**src/rtl/core_acc_multi.sv**
```systemverilog
// Multi-lane signed psum accumulator: sums LANES streams over groups of (cfg_acc_num+1) beats,
// with optional saturation, early flush and a registered valid/ready output slot.
module core_acc_multi #(
  parameter int LANES     = 4,
  parameter int IDATA_BIT = 32,
  parameter int ODATA_BIT = 32,
  parameter int CDATA_BIT = 8
) (
  input  logic                         clk,
  input  logic                         rst,
  input  logic [CDATA_BIT-1:0]         cfg_acc_num,
  input  logic                         cfg_sat_en,
  input  logic                         acc_flush,
  input  logic [LANES*IDATA_BIT-1:0]   idata,
  input  logic                         idata_valid,
  output logic                         idata_ready,
  output logic [LANES*ODATA_BIT-1:0]   odata,
  output logic                         odata_valid,
  input  logic                         odata_ready,
  output logic                         odata_sat
);

  localparam logic [0:0] S_IDLE  = 1'b0;
  localparam logic [0:0] S_ACCUM = 1'b1;

  logic [0:0]                 state_q, state_d;
  logic [CDATA_BIT-1:0]       cnt_q, cnt_d, num_q, num_d;
  logic [LANES*ODATA_BIT-1:0] acc_q, acc_d, odata_q, odata_d;
  logic                       sat_flag_q, sat_flag_d;
  logic                       flush_pend_q, flush_pend_d;
  logic                       odata_valid_q, odata_valid_d;
  logic                       odata_sat_q, odata_sat_d;

  logic [LANES*ODATA_BIT-1:0] sum_red;
  logic [LANES-1:0]           lane_sat;
  logic flush_act, last_beat, closing, blocked, accept, close_fire;

  // Readiness is derived from idata_valid (not accept) to keep the ready path loop-free.
  always_comb begin
    flush_act = (state_q == S_ACCUM) && (acc_flush || flush_pend_q);
    if (state_q == S_IDLE) last_beat = idata_valid && ((cfg_acc_num == '0) || acc_flush);
    else                   last_beat = idata_valid && (cnt_q == num_q);
    closing     = flush_act || last_beat;
    blocked     = odata_valid_q && !odata_ready;
    idata_ready = !(closing && blocked);
    accept      = idata_valid && idata_ready;
    close_fire  = closing && !blocked;
  end

  for (genvar l = 0; l < LANES; l++) begin : g_lane
    logic signed [ODATA_BIT:0] in_ext, acc_ext, sum;
    logic                      ovf;
    logic [ODATA_BIT-1:0]      red;

    assign in_ext  = accept ? {{(ODATA_BIT+1-IDATA_BIT){idata[l*IDATA_BIT+IDATA_BIT-1]}},
                               idata[l*IDATA_BIT +: IDATA_BIT]} : '0;
    assign acc_ext = {acc_q[l*ODATA_BIT+ODATA_BIT-1], acc_q[l*ODATA_BIT +: ODATA_BIT]};
    assign sum     = in_ext + acc_ext;
    assign ovf     = sum[ODATA_BIT] ^ sum[ODATA_BIT-1];

    always_comb begin
      if (cfg_sat_en && ovf)
        red = sum[ODATA_BIT] ? {1'b1, {(ODATA_BIT-1){1'b0}}} : {1'b0, {(ODATA_BIT-1){1'b1}}};
      else
        red = sum[ODATA_BIT-1:0];
    end

    assign sum_red[l*ODATA_BIT +: ODATA_BIT] = red;
    assign lane_sat[l] = cfg_sat_en && ovf;
  end

  always_comb begin
    state_d       = state_q;
    cnt_d         = cnt_q;
    num_d         = num_q;
    acc_d         = acc_q;
    sat_flag_d    = sat_flag_q;
    flush_pend_d  = flush_pend_q;
    odata_d       = odata_q;
    odata_valid_d = odata_valid_q;
    odata_sat_d   = odata_sat_q;

    if (odata_valid_q && odata_ready) odata_valid_d = 1'b0;

    if (close_fire) begin
      odata_d       = sum_red;
      odata_valid_d = 1'b1;
      odata_sat_d   = sat_flag_q || (|lane_sat);
      acc_d         = '0;
      cnt_d         = '0;
      sat_flag_d    = 1'b0;
      flush_pend_d  = 1'b0;
      state_d       = S_IDLE;
    end else begin
      if (flush_act) flush_pend_d = 1'b1;
      if (accept) begin
        acc_d      = sum_red;
        sat_flag_d = sat_flag_q || (|lane_sat);
        cnt_d      = cnt_q + CDATA_BIT'(1);
        state_d    = S_ACCUM;
        if (state_q == S_IDLE) num_d = cfg_acc_num;
      end
    end
  end

  always_ff @(posedge clk or posedge rst) begin
    if (rst) begin
      state_q       <= S_IDLE;
      cnt_q         <= '0;
      num_q         <= '0;
      acc_q         <= '0;
      sat_flag_q    <= 1'b0;
      flush_pend_q  <= 1'b0;
      odata_q       <= '0;
      odata_valid_q <= 1'b0;
      odata_sat_q   <= 1'b0;
    end else begin
      state_q       <= state_d;
      cnt_q         <= cnt_d;
      num_q         <= num_d;
      acc_q         <= acc_d;
      sat_flag_q    <= sat_flag_d;
      flush_pend_q  <= flush_pend_d;
      odata_q       <= odata_d;
      odata_valid_q <= odata_valid_d;
      odata_sat_q   <= odata_sat_d;
    end
  end

  assign odata       = odata_q;
  assign odata_valid = odata_valid_q;
  assign odata_sat   = odata_sat_q;

endmodule

```
**config.mk**
```make
export PLATFORM = sky130hd
export DESIGN_NAME = core_acc_multi
export DESIGN_NICKNAME = d
export VERILOG_FILES = /design/src/rtl/core_acc_multi.sv
export SDC_FILE = /design/constraint.sdc
export NUM_CORES = 1
export LEC_CHECK = 0
export CAP_MARGIN = 20
export CORE_AREA = 5 5 185 187
export DETAILED_ROUTE_END_ITERATION = 8
export DIE_AREA = 0 0 190 192
export GPL_ROUTABILITY_DRIVEN = 0
export MAX_ROUTING_LAYER = met4
export PLACE_DENSITY = 0.86
export SLEW_MARGIN = 20
export SYNTH_ARGS = -nofsm -noshare
export SYNTH_HDL_FRONTEND = slang
export SYNTH_SLANG_ARGS = --single-unit
```
**constraint.sdc**
```tcl
create_clock -name clk -period 13.94 [get_ports clk]
set_input_delay 2.788 -clock clk [delete_from_list [all_inputs] [get_ports clk]]
set_output_delay 2.788 -clock clk [all_outputs]
set_load 0.02 [all_outputs]
```
==> metrics.yaml, run 1 <==
sta:
  worst_pin_slew_ns: 1.04
  fmax_mhz: 116
  whs_ns: 0.490
  rsz0062_at_grt: "false"
  slew_headroom_pct: 30.0
  hold_violations: 0
  period_needed_ns: 8.63
  setup_violations: 0
  final.setup.tns_ns: 0
  finClkSkew_ns: 0.0110
  setup_slack_ns: 5.31
  finalCritPeriodShare_pct: 61.9
  slew_viol_final: 0
placement:
  place_ws_ns: 4.90
  dp_cells: 2777
  dp_hpwl_um: 40300
  dpl-instance-area_um2: 22000
  io_buffers: 272
worst_setup_path:
  crit_path_frequent_cell: "clkdlybuf4s50_1"
  reg2reg_depth: 18
  cpMaxStageDelayCell: "clkdlybuf4s50_1"
  cp_slowest_stage_delay_ns: 0.75
  crit_path_end_kind: "output port"
  crit_chain: "clkdlybuf4s50_1, nor4_1, a21o_1, a21oi_1, a31o_2, or2_4, buf_4, clkdlybuf4s50_1"
  critPathBufInv: 3
  cp-start-kind: "primary input"
  critPathCapture: "idata_ready"
  path_depth: 8
  critPathKind: "primary input to output port"
  worstPathMaxFanout: 88
  timing.rr.start: "cnt_q[4]"
  r2r-end: "odata[67]"
  critical_path.startpoint: "cfg_acc_num[3]"
  crit_required_ns: 11.15
  crit_family: "buffers and inverters"
  worstPathArrival_ns: 5.84
  r2r_slack_ns: 7.64
cells_and_area:
  nets: 2643
  stdcell_area_um2: 23000
  syn2layout_area_growth_pct: 21.0
  fin_cells: 2834
  fin_util_pct: 71.3
  fillers: 2386
  drive_gt1_share_pct: 6.36
cts:
  cts_setup_buffers: 0
  cts-buffers-inserted: 30
  clk_latency_ns: 0.56
  numClockSinks: 277
  htree_num_levels: 1
  cts_hold_buf: 0
  clockBufferDepth: 3
  ctsResizeCount: 0
  cts_tree: "done"
  cts_root_buf: "clkbuf_16"
  path_clk_slew_ns: 0.06
synth:
  yosys.area.top_type_share_pct: 36.4
  synth_edf_count: 0
  ys.warnings.count: 0
  synth-async-reset-ratio_pct: 100
  ys_ff_latch: 277
  syn_area_um2: 19000
  yosys.cell_types.count: 75
  synth_fp_nets: 2463
  ys_top_cells_by_area: "dfrtp_1, ha_1, a21oi_1"
  ys.flop_type: "dfrtp_1"
  syn_avg_cell_area_um2: 8.70
  netlist_instances: 2188
  yosys.area.top_type: "dfrtp_1"
  synth-seq-area-share_pct: 36.4
routing:
  drt-pass1-iter-count: 5
  wire_per_inst_um: 20.5
  routed_wl_um: 58000
  drt_iter0_markers: 1835
  ant_nets: 0
  drc: 0
  vias: 18300
  via_per_inst: 6.47
die:
  rows: 66
  io-pin-count: 273
  initial_utilization_pct: 59.0
  die_w_um: 190
  core_area_um2: 32300
  die_area_um2: 36500
  die_y_um: 192
global_routing:
  grtUsageMet1_pct: 41.6
  overflow: 0
  grt_use_total_pct: 31.8
  met3_usage_pct: 5.23
  use_met2_pct: 50.4
  antenna_found_initial: 2
  grt_pass1_wl_um: 93900
  grt_pass1_vias: 18300
  grt_max_degree: 91
  busiest_layer: "met2"
worst_hold_path:
  hold_path_class: "register to register"
pwr:
  power.density_nw_per_um2: 222
  p_leak_nw: 10.6
  p_total_mw: 5.11
  peakVddDrop_uv: 166
job:
  cap_violations: 0
status:
  status: "finished, final reports clean"
[per-layer routing]
metal  wire [um]  share of wire (%)
met5           0                  0
met4        2180                3.8
met3        5100                8.8
met2       27100                 47
met1       23600                 41
[area by class of cell]
type | instances | area (um^2) | area share (%)
repair buffers | 295 | 2910 | 12.6
diodes | 2 | 5.00 | 0.0217
clock buffers | 41 | 873 | 3.79
multi-input cells | 1725 | 11400 | 49.7
inverters | 39 | 154 | 0.668
flip-flops and latches | 277 | 6930 | 30.1
well taps | 442 | 553 | 2.40
clock inverters | 13 | 168 | 0.728
[tightest hold or removal path, delay by kind of cell, from the launching register on]
kind	cells	cell delay (ns)
flops	1	0.35
compound gates	1	0.06
simple gates	1	0.05
[worst min path at each step]
stage                             to  slack (ns)  cells past startpoint       start
after global routing      acc_q[127]        0.52                      2  acc_q[127]
after global placement     odata[95]        0.46                      2   odata[95]
after CTS                  odata[31]        0.50                      2   odata[31]
after floorplan           acc_q[127]        0.46                      2  acc_q[127]
final                      odata[31]        0.49                      2   odata[31]
after detailed placement   odata[31]        0.48                      2   odata[31]
[layout by cell type, fill, tap and decap left out, drive strengths merged, types with 17 or more instances in the layout]
cell,count
a21oi,294
dfrtp,277
clkdlybuf4s50,271
nor2,177
o21ai,161
nand2,156
and3,141
ha,129
xnor2,62
a21o,59
xor2,55
o211ai,41
clkbuf,41
a221o,40
mux2,40
inv,39
o22ai,31
nand3,29
a22o,29
a31oi,27
nand4,26
nand2b,24
buf,24
o21a,20
nor3,18
a211oi,17
[cells by family (layout without fill, tap and decap cells)]
family          after synthesis  after routing  synth area share, %
compound gates              796            796                 26.4
xor+xnor                    117            117                 5.38
fa+ha+maj                   133            133                 8.90
buf+inv                     186            388                 3.87
flops                       277            277                 36.4
mux                          49             49                 2.86
other cells                   0              2                    0
simple gates                630            630                 16.2
[flip-flops by register name, summed over array words and instances (netlist names)]
name	cells
acc_q	128
cnt_q	8
flush_pend_q	1
num_q	8
odata	128
odata_sat	1
odata_valid	1
sat_flag_q	1
state_q	1
[synth_stat cells (31+ instances only)]
| cell type | number |
|---|---|
| xor2_1 | 55 |
| nand2_1 | 156 |
| dfrtp_1 | 277 |
| a221o_1 | 40 |
| and3_1 | 141 |
| xnor2_1 | 62 |
| o211ai_1 | 41 |
| mux2_2 | 40 |
| a21o_1 | 59 |
| o22ai_1 | 31 |
| nor2_1 | 177 |
| ha_1 | 129 |
| o21ai_0 | 149 |
| clkbuf_1 | 120 |
| inv_1 | 39 |
| a21oi_1 | 293 |
[power by group]
part	switching [mW]	internal (mW)	total, mW	leakage [nW]
clock network	0.335	0.508	0.843	0.518
logic	1.69	1.18	2.88	6.64
registers	0.227	1.16	1.39	3.44
Power figures use the tool's default switching activity.
==> inputs of run 2 (changes only) <==
--- a/config.mk
+++ b/config.mk
@@ -6,12 +6,12 @@
 export NUM_CORES = 1
 export LEC_CHECK = 0
 export CAP_MARGIN = 20
-export CORE_AREA = 5 5 185 187
+export CORE_AREA = 5 5 191 193
 export DETAILED_ROUTE_END_ITERATION = 8
-export DIE_AREA = 0 0 190 192
+export DIE_AREA = 0 0 196 198
 export GPL_ROUTABILITY_DRIVEN = 0
 export MAX_ROUTING_LAYER = met4
-export PLACE_DENSITY = 0.86
+export PLACE_DENSITY = 0.81
 export SLEW_MARGIN = 20
 export SYNTH_ARGS = -nofsm -noshare
 export SYNTH_HDL_FRONTEND = slang
==> constraint.sdc (replaced) <==
create_clock -name clk -period 8.9 [get_ports clk]
set_input_delay 1.78 -clock clk [delete_from_list [all_inputs] [get_ports clk]]
set_output_delay 1.78 -clock clk [all_outputs]
set_load 0.02 [all_outputs]
==> run 2 against run 1 <==
Routed wire length rose by 0.70%. Worst hold slack improved by 0.00053 ns. Utilization down 4.3 points. Non-clock buffer count down 2. Flip-flop and latch count unchanged. Combinational power increased by 55%. Sequential power up 55%. Largest cell class unchanged. First-iteration DRC count grew 4.1%.
==> metrics.yaml, run 2 (synthesis results as in run 1) <==
cts:
  numClockSinks: 277  # unchanged
  path_clk_slew_ns: 0.06  # about the same
  ctsResizeCount: 0  # unchanged
  cts_tree: "done"
  clockBufferDepth: 3  # unchanged
  cts_hold_buf: 0  # unchanged
  cts-buffers-inserted: 31  # +3.3%
  cts_root_buf: "clkbuf_16"
  htree_num_levels: 1  # unchanged
  clk_latency_ns: 0.57  # about the same
  cts_setup_buffers: 0  # unchanged
die:
  die_area_um2: 38800  # +6.4%
  initial_utilization_pct: 55.4  # -3.6 points
  die_y_um: 198  # +3.1%
  rows: 68  # +3.0%
  io-pin-count: 273  # unchanged
  die_w_um: 196  # +3.2%
  core_area_um2: 34400  # +6.5%
worst_setup_path:
  critical_path.startpoint: "cfg_acc_num[7]"
  cp_slowest_stage_delay_ns: 0.61  # -0.14 ns
  cpMaxStageDelayCell: "or2_4"
  crit_family: "compound AO/OA/AOI/OAI gates"
  timing.rr.start: "cnt_q[4]"
  critPathKind: "primary input to register"
  cp-start-kind: "primary input"
  crit_required_ns: 9.40  # -1.75 ns
  crit_chain: "clkdlybuf4s50_1, nor4_1, a21o_1, a21oi_1, a31o_2, or2_4, buf_4, and3_1, ha_1, and3_1, nor3b_1, a21o_1, o2111ai_1, a31oi_1, a21oi_2, xnor2_2, buf_4, o21a_1, a221o_1"
  worstPathMaxFanout: 104  # +18%
  critPathBufInv: 3  # unchanged
  worstPathArrival_ns: 7.82  # +1.98 ns
  crit_path_end_kind: "register"
cells_and_area:
  nets: 2642  # -0.038%
  fin_cells: 2846  # +0.42%
  drive_gt1_share_pct: 6.24  # -0.12 points
  syn2layout_area_growth_pct: 21.1  # about the same
  stdcell_area_um2: 23100  # about the same
  layout_commonest_cell: "a21oi_1"
  final_cell_mix: "a21oi_1, dfrtp_1, clkdlybuf4s50_1"
pwr:
  peakVddDrop_uv: 217  # +31%
  sequentialPowerShare_pct: 27.0  # about the same
  p_clk_share_pct: 17.3  # +0.8 points
  intPower_mw: 4.51  # +58%
  swShare_pct: 43.8  # -0.37 points
  p_leak_nw: 10.6  # about the same
  power.density_nw_per_um2: 348  # +57%
  comb_power_share_pct: 55.8  # -0.6 points
  power_switching_mw: 3.51  # +56%
global_routing:
  grt_max_degree: 105  # +15%
  grt_pass1_wl_um: 94500  # +0.67%
  antenna_found_initial: 3  # +1
  grt_use_total_pct: 29.9  # -1.9 points
  overflow: 0  # unchanged
  grt_pass1_vias: 18200  # -0.37%
sta:
  slew_viol_final: 0  # unchanged
  finalCritPeriodShare_pct: 82.3
  rsz0062_at_grt: "false"
  setup_violations: 0  # unchanged
  whs_ns: 0.491  # +0.000533 ns
  finClkSkew_ns: 0.0182  # +0.00719 ns
  fmax_mhz: 137
  hold_violations: 0  # unchanged
  slew_headroom_pct: 25.0  # -5.0 points
  period_needed_ns: 7.32
  final.setup.tns_ns: 0  # unchanged
  worst_pin_slew_ns: 1.12  # +0.0821 ns
routing:
  wire_per_inst_um: 20.5  # +0.27%
  drt_iter0_markers: 1911  # +4.1%
  drc: 0  # unchanged
  drt-pass1-iter-count: 6  # +1
  ant_nets: 0  # unchanged
  routed_wl_um: 58500  # +0.70%
  vias: 18200  # -0.93%
  via_per_inst: 6.38  # -1.4%
worst_hold_path:
  hold_path_class: "register to register"
  min_from: "acc_q[95]"
status:
  status: "finished, final reports clean"
placement:
  io_buffers: 272  # unchanged
  dp_cells: 2789  # +0.43%
  dpl-instance-area_um2: 22000  # about the same
  dp_hpwl_um: 40700  # +1.0%
job:
  cap_violations: 0  # unchanged
-- run 2: cell count changes in the layout (fill, tap and decap cells not counted), sizes merged --
cell | before | now
bufinv | 4 | 6
buf | 24 | 22
clkbuf | 41 | 42
inv | 39 | 38
diode | 2 | 3
clkinv | 8 | 6
-- run 2: power by group through the flow --
stage,Clock [mW],Combinational (mW),Sequential [mW]
3_3_place_gp,0,4.28,2.16
4_1_cts,1.40,4.44,2.16
6_report,1.39,4.47,2.16
2_1_floorplan,0,2.64,2.45
3_5_place_dp,0,4.40,2.16
5_1_grt,1.46,4.86,2.22
-- run 2: stage by stage --
step,worst slack (ns),power (mW),util [%]
2_1_floorplan,2.83,5.09,-
3_3_place_gp,1.29,6.44,63.9
3_5_place_dp,1.16,6.56,63.9
4_1_cts,1.74,8.00,67.0
5_1_grt,1.18,8.55,67.1
6_report,1.58,8.02,67.1
-- run 2: cell type report --
| class | count | area (um^2) |
|---|---|---|
| antenna | 3 | 7.51 |
| timing repair buffer | 293 | 2880 |
| inverter | 39 | 150 |
| multi-input combinational | 1725 | 11400 |
| sequential | 277 | 6930 |
| fill | 2768 | 11300 |
| clock buffer | 42 | 877 |
| tap | 455 | 569 |
| clock inverter | 12 | 210 |
-- run 2: worst paths after layout --
check	endpoint	slack [ns]	cells past startpoint
worst max-delay path	acc_q[44]	1.58	19
worst min-delay path	acc_q[95]	0.49	2
worst max register to register	acc_q[44]	2.66	18
worst min register to register	acc_q[95]	0.49	2
max in group asynchronous	acc_q[121]	5.95	3
min in group asynchronous	acc_q[53]	1.67	2
-- run 2: layer usage --
| layer | GRT usage [%] | part of all wire [%] | wire length [um] | vias to the layer above |
|---|---|---|---|---|
| met5 | - | 0 | 0 | - |
| met4 | 11.6 | 3.8 | 2200 | 0 |
| met3 | 4.19 | 7.6 | 4440 | 149 |
| met2 | 47.0 | 46 | 27000 | 833 |
| met1 | 39.7 | 43 | 24800 | 8751 |
| li1 | - | - | - | 8424 |
-- run 2: tightest hold or removal path: cells and delay by family (launching register included) --
kind / cells / cell delay, ns
AOI/OAI and AO/OA: 1 / 0.06
and+or+nand+nor: 1 / 0.05
DFF: 1 / 0.35
==> inputs of run 3 (changes only) <==
--- a/config.mk
+++ b/config.mk
@@ -6,12 +6,12 @@
 export NUM_CORES = 1
 export LEC_CHECK = 0
 export CAP_MARGIN = 20
-export CORE_AREA = 5 5 191 193
+export CORE_AREA = 5 5 200 202
 export DETAILED_ROUTE_END_ITERATION = 8
-export DIE_AREA = 0 0 196 198
+export DIE_AREA = 0 0 205 207
 export GPL_ROUTABILITY_DRIVEN = 0
 export MAX_ROUTING_LAYER = met4
-export PLACE_DENSITY = 0.81
+export PLACE_DENSITY = 0.78
 export SLEW_MARGIN = 20
 export SYNTH_ARGS = -nofsm -noshare
 export SYNTH_HDL_FRONTEND = slang
==> constraint.sdc (replaced) <==
create_clock -name clk -period 6.3 [get_ports clk]
set_input_delay 1.26 -clock clk [delete_from_list [all_inputs] [get_ports clk]]
set_output_delay 1.26 -clock clk [all_outputs]
set_load 0.02 [all_outputs]
==> run 3 against run 2 <==
Routed wire length up 2.7%. Total power increased by 45%. Sequential share of layout area shrank 0.73 points. Final cell count grew 4.0%. Sequential power up 43%. Via count grew 1.7%. Final area is 2.5% higher. Largest power group unchanged.
==> metrics.yaml, run 3 (synthesis results as in run 1) <==
status:
  status: "finished, final reports clean"
placement:
  io_buffers: 272  # unchanged
  dp_hpwl_um: 42600  # +4.6%
  dp_cells: 2897  # +3.9%
  dpl-instance-area_um2: 22500  # +2.3%
sta:
  finalCritPeriodShare_pct: 92.3
  setup_violations: 0  # unchanged
  hold_violations: 0  # unchanged
  worst_pin_slew_ns: 0.871  # -0.254 ns
  slew_headroom_pct: 41.9  # +17 points
  finClkSkew_ns: 0.0108  # -0.00744 ns
  rsz0062_at_grt: "false"
  period_needed_ns: 5.82
  slew_viol_final: 0  # unchanged
  fmax_mhz: 172
  final.setup.tns_ns: 0  # unchanged
die:
  die_area_um2: 42400  # +9.3%
  io-pin-count: 273  # unchanged
  initial_utilization_pct: 50.0  # -5.4 points
  die_w_um: 205  # +4.6%
  die_y_um: 207  # +4.5%
  rows: 72  # +5.9%
  core_area_um2: 38100  # +11%
cts:
  clockBufferDepth: 3  # unchanged
  cts_hold_buf: 0  # unchanged
  cts-buffers-inserted: 34  # +9.7%
  cts_tree: "done"
  cts_root_buf: "clkbuf_16"
  clk_latency_ns: 0.55  # -0.02 ns
  path_clk_slew_ns: 0.06  # about the same
  cts_setup_buffers: 0  # unchanged
  htree_num_levels: 2  # +1
  numClockSinks: 277  # unchanged
  ctsResizeCount: 0  # unchanged
routing:
  routed_wl_um: 60000  # +2.7%
  drc: 0  # unchanged
  vias: 18500  # +1.7%
  drt_iter0_markers: 1493  # -22%
  ant_nets: 0  # unchanged
  via_per_inst: 6.24  # -2.2%
  drt-pass1-iter-count: 5  # -1
  wire_per_inst_um: 20.3  # -1.3%
pwr:
  power.density_nw_per_um2: 492  # +41%
  p_leak_nw: 10.9  # +2.7%
  peakVddDrop_uv: 303  # +40%
cells_and_area:
  diodes: 0  # -3
  multiInputGateArea_um2: 11400  # about the same
  stdcell_area_um2: 23600  # +2.5%
  layout_commonest_cell: "a21oi_1"
  syn2layout_area_growth_pct: 24.1
  fin_cells: 2959  # +4.0%
  regArea_um2: 6930  # unchanged
  fillers: 3189  # +15%
  final_cell_mix: "a21oi_1, dfrtp_1, clkdlybuf4s50_1"
  drive_gt1_share_pct: 8.19  # +2.0 points
  nets: 2690  # +1.8%
worst_setup_path:
  r2r-end: "acc_q[97]"
  cpMaxStageDelayCell: "o21a_1"
  crit_required_ns: 6.78  # -2.62 ns
  crit_path_end_kind: "register"
  worstPathArrival_ns: 6.29  # -1.53 ns
  r2r_slack_ns: 1.11  # -1.55 ns
  crit_path_frequent_cell: "o21ai_1"
  critical_path.startpoint: "cfg_acc_num[3]"
  critPathBufInv: 3  # unchanged
  path_depth: 19  # unchanged
  cp-start-kind: "primary input"
  critPathCapture: "acc_q[97]"
  critPathKind: "primary input to register"
  reg2reg_depth: 18  # unchanged
  timing.rr.start: "cnt_q[4]"
  crit_chain: "clkdlybuf4s50_1, nor4_1, a21o_1, a21oi_1, a31o_2, or2_4, buf_12, buf_4, and3_1, ha_1, o21ai_0, a211oi_2, o21ai_1, a21boi_1, o21ai_1, a31oi_2, xnor2_2, o21a_1, a221o_1"
  crit_family: "compound AO/OA/AOI/OAI gates"
  worstPathMaxFanout: 24  # -77%
  cp_slowest_stage_delay_ns: 0.70  # +0.09 ns
global_routing:
  grt_use_total_pct: 28.3  # -1.6 points
  grt_max_degree: 147  # +40%
  overflow: 0  # unchanged
  grt_pass1_vias: 18600  # +2.2%
  grt_pass1_wl_um: 97400  # +3.0%
  antenna_found_initial: 0  # -3
job:
  cap_violations: 0  # unchanged
worst_hold_path:
  hold_path_class: "register to register"
  hold_depth: 2  # unchanged
-- run 3: cell types whose count changed in the layout (fill, tap and decap cells not counted), sizes merged --
cell and delta:
bufinv -3, clkinvlp +2, clkinv +4, inv +1, buf +45, clkbuf +4
diode -3
-- run 3: how the worst min path moves through the flow --
stage / from / endpoint
after floorplan: acc_q[127] / acc_q[127]
after global placement: odata[63] / odata[63]
after detailed placement: odata[63] / odata[63]
after CTS: odata[63] / odata[63]
after global routing: acc_q[127] / acc_q[127]
final: odata[95] / odata[95]
-- run 3: power by group --
part / total, mW / switching (mW) / internal (mW)
Clock: 2.06 / 0.817 / 1.24
Combinational: 6.48 / 3.76 / 2.72
Sequential: 3.08 / 0.515 / 2.56
-- run 3: routing by layer --
metal  share of wire (%)  global-route usage, %
met1                  42                   37.3
met5                   0                      -
met4                 3.3                   9.91
met2                  47                   44.8
met3                 8.0                   4.43
-- run 3: area by class of cell --
type,count,area share [%]
Clock inverter,16,0.725
Timing Repair Buffer,338,14.0
Clock buffer,46,4.23
Tap cell,518,2.74
Inverter,39,0.635
Multi-Input combinational cell,1725,48.4
Sequential cell,277,29.3
-- run 3: per-stage QoR --
step | hold WS, ns | power [mW] | util [%] | setup WS, ns
after floorplan | 0.456 | 7.19 | - | 0.746
after global placement | 0.468 | 9.29 | 58.9 | 0.206
after detailed placement | 0.479 | 9.47 | 58.9 | 0.0511
after CTS | 0.495 | 11.6 | 62.0 | 0.558
after global routing | 0.514 | 12.4 | 62.0 | 0.0920
final | 0.487 | 11.6 | 62.0 | 0.484
-- run 3: worst min-delay path, delay by kind of cell (launching register included) --
family           cells  cell delay (ns)
flip-flops           1             0.34
AND/OR/NAND/NOR      1             0.05
AO/OA/AOI/OAI        1             0.06
